==> config.mk <==
export PLATFORM = sky130hd
export DESIGN_NAME = ow_master
export DESIGN_NICKNAME = d
export VERILOG_FILES = /design/src/rtl/ow_pkg.sv /design/src/rtl/ow_tick_gen.sv /design/src/rtl/ow_master.sv
export SDC_FILE = /design/constraint.sdc
export NUM_CORES = 1
export LEC_CHECK = 0
export BUFFER_PORTS_ARGS = -buffer_cell sky130_fd_sc_hd__buf_4
export CAP_MARGIN = 10
export CORE_UTILIZATION = 45
export DETAILED_ROUTE_END_ITERATION = 12
export GPL_ROUTABILITY_DRIVEN = 0
export GPL_TIMING_DRIVEN = 0
export PLACE_DENSITY = 0.62
export REMOVE_ABC_BUFFERS = 1
export SETUP_SLACK_MARGIN = 0.1
export SKIP_CTS_REPAIR_TIMING = 1
export SLEW_MARGIN = 20
export SYNTH_ARGS = -nofsm -noshare
export SYNTH_HDL_FRONTEND = slang
export SYNTH_SLANG_ARGS = --single-unit
==> constraint.sdc <==
create_clock -name CLK -period 4.4 [get_ports CLK]
set_clock_uncertainty 0.2 [all_clocks]
set_input_delay 1.1 -clock CLK [delete_from_list [all_inputs] [get_ports CLK]]
set_output_delay 1.1 -clock CLK [all_outputs]
set_load 0.01 [all_outputs]
==> src/rtl/ow_pkg.sv <==
// Shared types and timing constants for the 1-Wire master.
package ow_pkg;

    localparam int unsigned CNT_W = 10;

    typedef enum logic [2:0] {
        IDLE      = 3'd0,
        RST_LOW   = 3'd1,
        RST_HIGH  = 3'd2,
        SLOT_LOW  = 3'd3,
        SLOT_HIGH = 3'd4,
        SLOT_REC  = 3'd5,
        FIN       = 3'd6
    } ow_state_t;

    typedef struct packed {
        logic [CNT_W-1:0] rstl;
        logic [CNT_W-1:0] msp;
        logic [CNT_W-1:0] rsth;
        logic [CNT_W-1:0] slot;
        logic [CNT_W-1:0] low1;
        logic [CNT_W-1:0] msr;
        logic [CNT_W-1:0] rec;
    } ow_timing_t;

    localparam int unsigned STD_RSTL = 480;
    localparam int unsigned STD_MSP  = 70;
    localparam int unsigned STD_RSTH = 480;
    localparam int unsigned STD_SLOT = 60;
    localparam int unsigned STD_LOW1 = 6;
    localparam int unsigned STD_MSR  = 15;
    localparam int unsigned STD_REC  = 5;

    localparam int unsigned OD_RSTL = 48;
    localparam int unsigned OD_MSP  = 8;
    localparam int unsigned OD_RSTH = 48;
    localparam int unsigned OD_SLOT = 8;
    localparam int unsigned OD_LOW1 = 1;
    localparam int unsigned OD_MSR  = 2;
    localparam int unsigned OD_REC  = 2;

    function automatic ow_timing_t make_timing(
        input int unsigned rstl, input int unsigned msp, input int unsigned rsth,
        input int unsigned slot, input int unsigned low1, input int unsigned msr,
        input int unsigned rec);
        ow_timing_t t;
        t.rstl = CNT_W'(rstl);
        t.msp  = CNT_W'(msp);
        t.rsth = CNT_W'(rsth);
        t.slot = CNT_W'(slot);
        t.low1 = CNT_W'(low1);
        t.msr  = CNT_W'(msr);
        t.rec  = CNT_W'(rec);
        return t;
    endfunction

    localparam ow_timing_t OD_TIMING = make_timing(OD_RSTL, OD_MSP, OD_RSTH,
                                                   OD_SLOT, OD_LOW1, OD_MSR, OD_REC);

endpackage

==> src/rtl/ow_tick_gen.sv <==
// 1 us tick prescaler; reload restarts the count so the first tick lands
// exactly CLK_DIV cycles after the reload cycle.
module ow_tick_gen #(
    parameter int unsigned CLK_DIV = 10
) (
    input  logic clk,
    input  logic rst,
    input  logic reload,
    output logic tick
);

    localparam logic [7:0] RELOAD_VAL = 8'(CLK_DIV - 1);

    logic [7:0] cnt;

    // Down-counter with registered tick raised for the cycle where cnt is 0
    always_ff @(posedge clk or posedge rst) begin
        if (rst) begin
            cnt  <= 8'd0;
            tick <= 1'b0;
        end else if (reload) begin
            cnt  <= RELOAD_VAL;
            tick <= 1'b0;
        end else if (cnt == 8'd0) begin
            cnt  <= RELOAD_VAL;
            tick <= 1'b0;
        end else begin
            cnt  <= cnt - 8'd1;
            tick <= (cnt == 8'd1);
        end
    end

endmodule

==> src/rtl/ow_master.sv <==
// 1-Wire bus master: reset/presence sequence and LSB-first byte slots.
// Optional overdrive timings are enabled with the OW_OVERDRIVE_EN macro.
module ow_master
    import ow_pkg::*;
#(
    parameter int unsigned CLK_DIV = 10,
    parameter int unsigned T_RSTL  = STD_RSTL,
    parameter int unsigned T_MSP   = STD_MSP,
    parameter int unsigned T_RSTH  = STD_RSTH,
    parameter int unsigned T_SLOT  = STD_SLOT,
    parameter int unsigned T_LOW1  = STD_LOW1,
    parameter int unsigned T_MSR   = STD_MSR,
    parameter int unsigned T_REC   = STD_REC
) (
    input  logic       CLK,
    input  logic       MR,
    input  logic       CMD_RST,
    input  logic       CMD_BYTE,
    input  logic [7:0] TX_DATA,
`ifdef OW_OVERDRIVE_EN
    input  logic       OD,
`endif
    input  logic       IO_IN,
    output logic       IO_PD,
    output logic       BUSY,
    output logic       DONE,
    output logic       PRESENCE,
    output logic [7:0] RX_DATA
);

    localparam ow_timing_t STD_TIMING = make_timing(T_RSTL, T_MSP, T_RSTH,
                                                    T_SLOT, T_LOW1, T_MSR, T_REC);

    ow_state_t        state;
    logic             io_meta;
    logic             io_s;
    logic [CNT_W-1:0] us_cnt;
    logic [CNT_W-1:0] slot_cnt;
    logic [CNT_W-1:0] us_nxt;
    logic [CNT_W-1:0] slot_nxt;
    logic [7:0]       tx_sh;
    logic [7:0]       rx_sh;
    logic [2:0]       bit_cnt;
    logic             accept;
    logic             tick;
    logic             sample_now;
    ow_timing_t       tim;

    assign accept   = (state == IDLE) && (CMD_RST || CMD_BYTE);
    assign us_nxt   = us_cnt + 10'd1;
    assign slot_nxt = slot_cnt + 10'd1;
    assign sample_now = tick && (slot_nxt == tim.msr);

    ow_tick_gen #(.CLK_DIV(CLK_DIV)) u_tick (
        .clk    (CLK),
        .rst    (MR),
        .reload (accept),
        .tick   (tick)
    );

`ifdef OW_OVERDRIVE_EN
    logic od_sel;

    // Overdrive selection captured with the command
    always_ff @(posedge CLK or posedge MR) begin
        if (MR) begin
            od_sel <= 1'b0;
        end else if (accept) begin
            od_sel <= OD;
        end else begin
            od_sel <= od_sel;
        end
    end

    // Timing set in force for the running sequence
    always_comb begin
        tim = STD_TIMING;
        if (od_sel) begin
            tim = OD_TIMING;
        end else begin
            tim = STD_TIMING;
        end
    end
`else
    assign tim = STD_TIMING;
`endif

    // Two-flop synchronizer on the raw line; idles high like the pulled-up bus
    always_ff @(posedge CLK or posedge MR) begin
        if (MR) begin
            io_meta <= 1'b1;
            io_s    <= 1'b1;
        end else begin
            io_meta <= IO_IN;
            io_s    <= io_meta;
        end
    end

    // Sequencer; all bus and status outputs are registered here
    always_ff @(posedge CLK or posedge MR) begin
        if (MR) begin
            state    <= IDLE;
            IO_PD    <= 1'b0;
            BUSY     <= 1'b0;
            DONE     <= 1'b0;
            PRESENCE <= 1'b0;
            RX_DATA  <= 8'h00;
            us_cnt   <= 10'd0;
            slot_cnt <= 10'd0;
            tx_sh    <= 8'h00;
            rx_sh    <= 8'h00;
            bit_cnt  <= 3'd0;
        end else begin
            DONE <= 1'b0;
            if (tick) begin
                us_cnt   <= us_nxt;
                slot_cnt <= slot_nxt;
            end
            case (state)
                IDLE: begin
                    us_cnt   <= 10'd0;
                    slot_cnt <= 10'd0;
                    if (CMD_RST) begin
                        state <= RST_LOW;
                        IO_PD <= 1'b1;
                        BUSY  <= 1'b1;
                    end else if (CMD_BYTE) begin
                        state   <= SLOT_LOW;
                        tx_sh   <= TX_DATA;
                        rx_sh   <= 8'h00;
                        bit_cnt <= 3'd0;
                        IO_PD   <= 1'b1;
                        BUSY    <= 1'b1;
                    end
                end
                RST_LOW: begin
                    if (tick && (us_nxt == tim.rstl)) begin
                        state  <= RST_HIGH;
                        IO_PD  <= 1'b0;
                        us_cnt <= 10'd0;
                    end
                end
                RST_HIGH: begin
                    if (tick && (us_nxt == tim.msp)) begin
                        PRESENCE <= ~io_s;
                    end
                    if (tick && (us_nxt == tim.rsth)) begin
                        state  <= FIN;
                        us_cnt <= 10'd0;
                        DONE   <= 1'b1;
                        BUSY   <= 1'b0;
                    end
                end
                SLOT_LOW: begin
                    if (sample_now) begin
                        rx_sh <= {io_s, rx_sh[7:1]};
                    end
                    // A write-0 slot stays low for the whole slot and skips SLOT_HIGH
                    if (tx_sh[0] && tick && (us_nxt == tim.low1)) begin
                        state  <= SLOT_HIGH;
                        IO_PD  <= 1'b0;
                        us_cnt <= 10'd0;
                    end else if (!tx_sh[0] && tick && (us_nxt == tim.slot)) begin
                        state  <= SLOT_REC;
                        IO_PD  <= 1'b0;
                        us_cnt <= 10'd0;
                    end
                end
                SLOT_HIGH: begin
                    if (sample_now) begin
                        rx_sh <= {io_s, rx_sh[7:1]};
                    end
                    if (tick && (slot_nxt == tim.slot)) begin
                        state  <= SLOT_REC;
                        us_cnt <= 10'd0;
                    end
                end
                SLOT_REC: begin
                    if (tick && (us_nxt == tim.rec)) begin
                        us_cnt <= 10'd0;
                        if (bit_cnt == 3'd7) begin
                            state   <= FIN;
                            DONE    <= 1'b1;
                            BUSY    <= 1'b0;
                            RX_DATA <= rx_sh;
                        end else begin
                            state    <= SLOT_LOW;
                            IO_PD    <= 1'b1;
                            bit_cnt  <= bit_cnt + 3'd1;
                            tx_sh    <= {1'b0, tx_sh[7:1]};
                            slot_cnt <= 10'd0;
                        end
                    end
                end
                FIN: begin
                    state  <= IDLE;
                    us_cnt <= 10'd0;
                end
                default: begin
                    state <= IDLE;
                    IO_PD <= 1'b0;
                    BUSY  <= 1'b0;
                end
            endcase
        end
    end

endmodule

==> flow_summary.toml <==
[logic_synthesis]
ys_ff_latch = 65
synth_area_leaders = "dfrtp_1, nor2_1, nand2_1"
avgSynthCellArea_um2 = 8.96
synth-main-ff-cell = "dfrtp_1"
yosysUniqueCellTypes = 62
async_flop_share = 1.00
syn_area_um2 = 3700
synth_top_area_frac = 0.426
synth_edf_count = 0
synth_top_area_cell = "dfrtp_1"
ys_seq_area_frac = 0.440
synth_cells = 413
synth_warnings = 0

[power]
p_leak_uw = 0.00176
p_per_area_nw_per_um2 = 506
ir_worst_vdd_mv = 0.284

[global_route]
grt_pass1_wl_um = 13000
antenna_found_initial = 0
grt_usage = 0.191
grt_pass1_vias = 2776
grt_max_degree = 44
grt-ovfl-total = 0

[layout]
antenna_cells = 0
final_area_um2 = 4080
drive_gt1_frac = 0.126
final_common_cell = "dfrtp_1"
final_nets = 450
synthToLayoutAreaGrowth_pct = 10.1
final_cell_mix = "dfrtp_1, nor2_1, nand2_1, o21ai_0, inv_1"
final_util = 0.519
layout.cells.non_filler = 532

[clock_network]
cts_root_buf = "clkbuf_8"
htreeDepth = 3
clkLatencyLatePin_ns = 0.34
cts-buffers-inserted = 9
cts_tree = "built"
clock_path_buffers = 2
clk_pin_slew_ns = 0.07
clkSinkCount = 65

[floorplan]
start_util = 0.472
fp.coreArea_um2 = 7850
die-height_um = 92.7
die_w_um = 92.7
rows = 32
die_area_um2 = 8590
io_pins = 25

[timing]
rsz0062_at_grt = "false"
report.final.hold_viol_count = 0
tns_ns = 0
slew_violations = 0
tightest_slew_ns = 0.984
slew-limit-headroom = 0.344
post-route-period-util = 0.787
finalSetupViolCount = 0
max_clock_freq_mhz = 289
period_minus_slack_ns = 3.46

[detailed_routing]
dr.pass1.iters = 4
wirelength_um = 7420
postRouteAntennaNets = 0
remaining_drc_errors = 0
wire_per_inst_um = 13.9
viasPerCell = 5.51
drt_iter0_markers = 170
vias = 2931

[placement]
placed_area_um2 = 3890
dp.cells = 516
io_buffers = 24
hpwl_um = 5150

[worst_setup_path]
cp_data_required_time_ns = 4.45
crit_type = "reg -> reg"
cp_slowest_cell = "and3_1"
endpoint_kind = "flop"
critPathArrivalTime_ns = 3.52
cpPeakStageDelay_ns = 0.58
crit_chain = "ha_1, or3_1, a2111o_1, a221oi_2, a31o_2, and3_1, nand3_1, o21ai_0"
cp_max_fo = 22
worst_setup_path_start_kind = "flop"

[flow_run]
maxCapViolCount = 0

[run_status]
outcome = "finished, final reports clean"

[worst_hold_path]
hold_path_class = "reg -> reg"
power breakdown:
group          total, uW  switching [uW]  internal [uW]  leakage, uW
Sequential           861             140            721     0.000856
Clock                461             229            232    0.0000911
Combinational        740             440            300     0.000814
Total               2060             810           1250      0.00176
final timing paths:
path	start	to	slack (ns)	cells past startpoint
hold reg to reg	io_meta	io_s	0.16	0
setup / recovery	us_cnt[0]	bit_cnt[1]	0.94	8
setup reg to reg	us_cnt[0]	bit_cnt[1]	0.94	8
hold / removal	io_meta	io_s	0.16	0
max in group asynchronous	MR	io_s	2.91	3
min in group asynchronous	MR	tx_sh[6]	0.51	2
cells by family (layout without fill, tap and decap cells):
group / after synthesis / after routing / synth area share
AND/OR/NAND/NOR: 174 / 174 / 0.227
AO/OA/AOI/OAI: 79 / 79 / 0.148
flip-flops: 65 / 65 / 0.440
buffers and inverters: 50 / 67 / 0.0652
XOR/XNOR: 31 / 31 / 0.0733
adder cells (fa/ha/maj): 12 / 12 / 0.0406
multiplexers: 2 / 2 / 0.00541
metrics by stage:
stage / hold slack [ns] / setup slack, ns / power (uW)
4_1_cts: 0.160 / 0.876 / 2090
3_3_place_gp: 0.146 / 0.634 / 1590
3_5_place_dp: 0.149 / 0.911 / 1620
5_1_grt: 0.160 / 0.586 / 2240
6_report: 0.158 / 0.936 / 2060
2_1_floorplan: 0.145 / 1.36 / 1400
Yosys cell counts (all sizes together), types with 2 or more instances:
| cell type | instances |
|---|---|
| a21oi | 7 |
| and2 | 4 |
| xnor2 | 17 |
| o21ai | 30 |
| nand4 | 9 |
| and4 | 3 |
| nand3b | 4 |
| o211a | 2 |
| a211oi | 2 |
| a31oi | 9 |
| nand2b | 3 |
| a21o | 2 |
| and3b | 2 |
| and3 | 4 |
| or3 | 3 |
| nor3b | 2 |
| nor2 | 50 |
| nand2 | 48 |
| clkbuf | 10 |
| nor4 | 4 |
| nand3 | 22 |
| o211ai | 2 |
| or4 | 2 |
| dfstp | 2 |
| a21boi | 2 |
| nor3 | 7 |
| buf | 14 |
| inv | 26 |
| xor2 | 14 |
| o22ai | 2 |
| dfrtp | 63 |
| nor2b | 3 |
| ha | 12 |
| mux2i | 2 |
| a2111oi | 2 |
flip-flops by register name (all words and copies together), names as in the netlist, 3 cells and up:
name	cells
RX_DATA	8
bit_cnt	3
rx_sh	8
slot_cnt	10
state	3
tx_sh	8
u_tick.cnt	8
us_cnt	10
critical path, delay by kind of cell (launching register included):
family / cells / cell delay [ns]
flip-flops: 1 / 0.47
adder cells (fa/ha/maj): 1 / 0.38
AO/OA/AOI/OAI: 4 / 1.25
AND/OR/NAND/NOR: 3 / 1.08
layout make-up:
class | count | area [um2]
multi-input combinational | 298 | 1840
timing repair buffer | 25 | 200
sequential | 65 | 1630
clock buffer | 11 | 151
fill | 768 | 3770
clock inverter | 5 | 30.0
tap | 102 | 128
inverter | 26 | 100
per-layer routing:
metal | vias up | wire (um) | GRT usage
met5 | - | 0 | 0
met3 | 10 | 227 | 0.0402
li1 | 1461 | - | -
met2 | 43 | 3600 | 0.323
met4 | 0 | 94 | 0.0577
met1 | 1417 | 3490 | 0.246
Power figures use the tool's default switching activity.
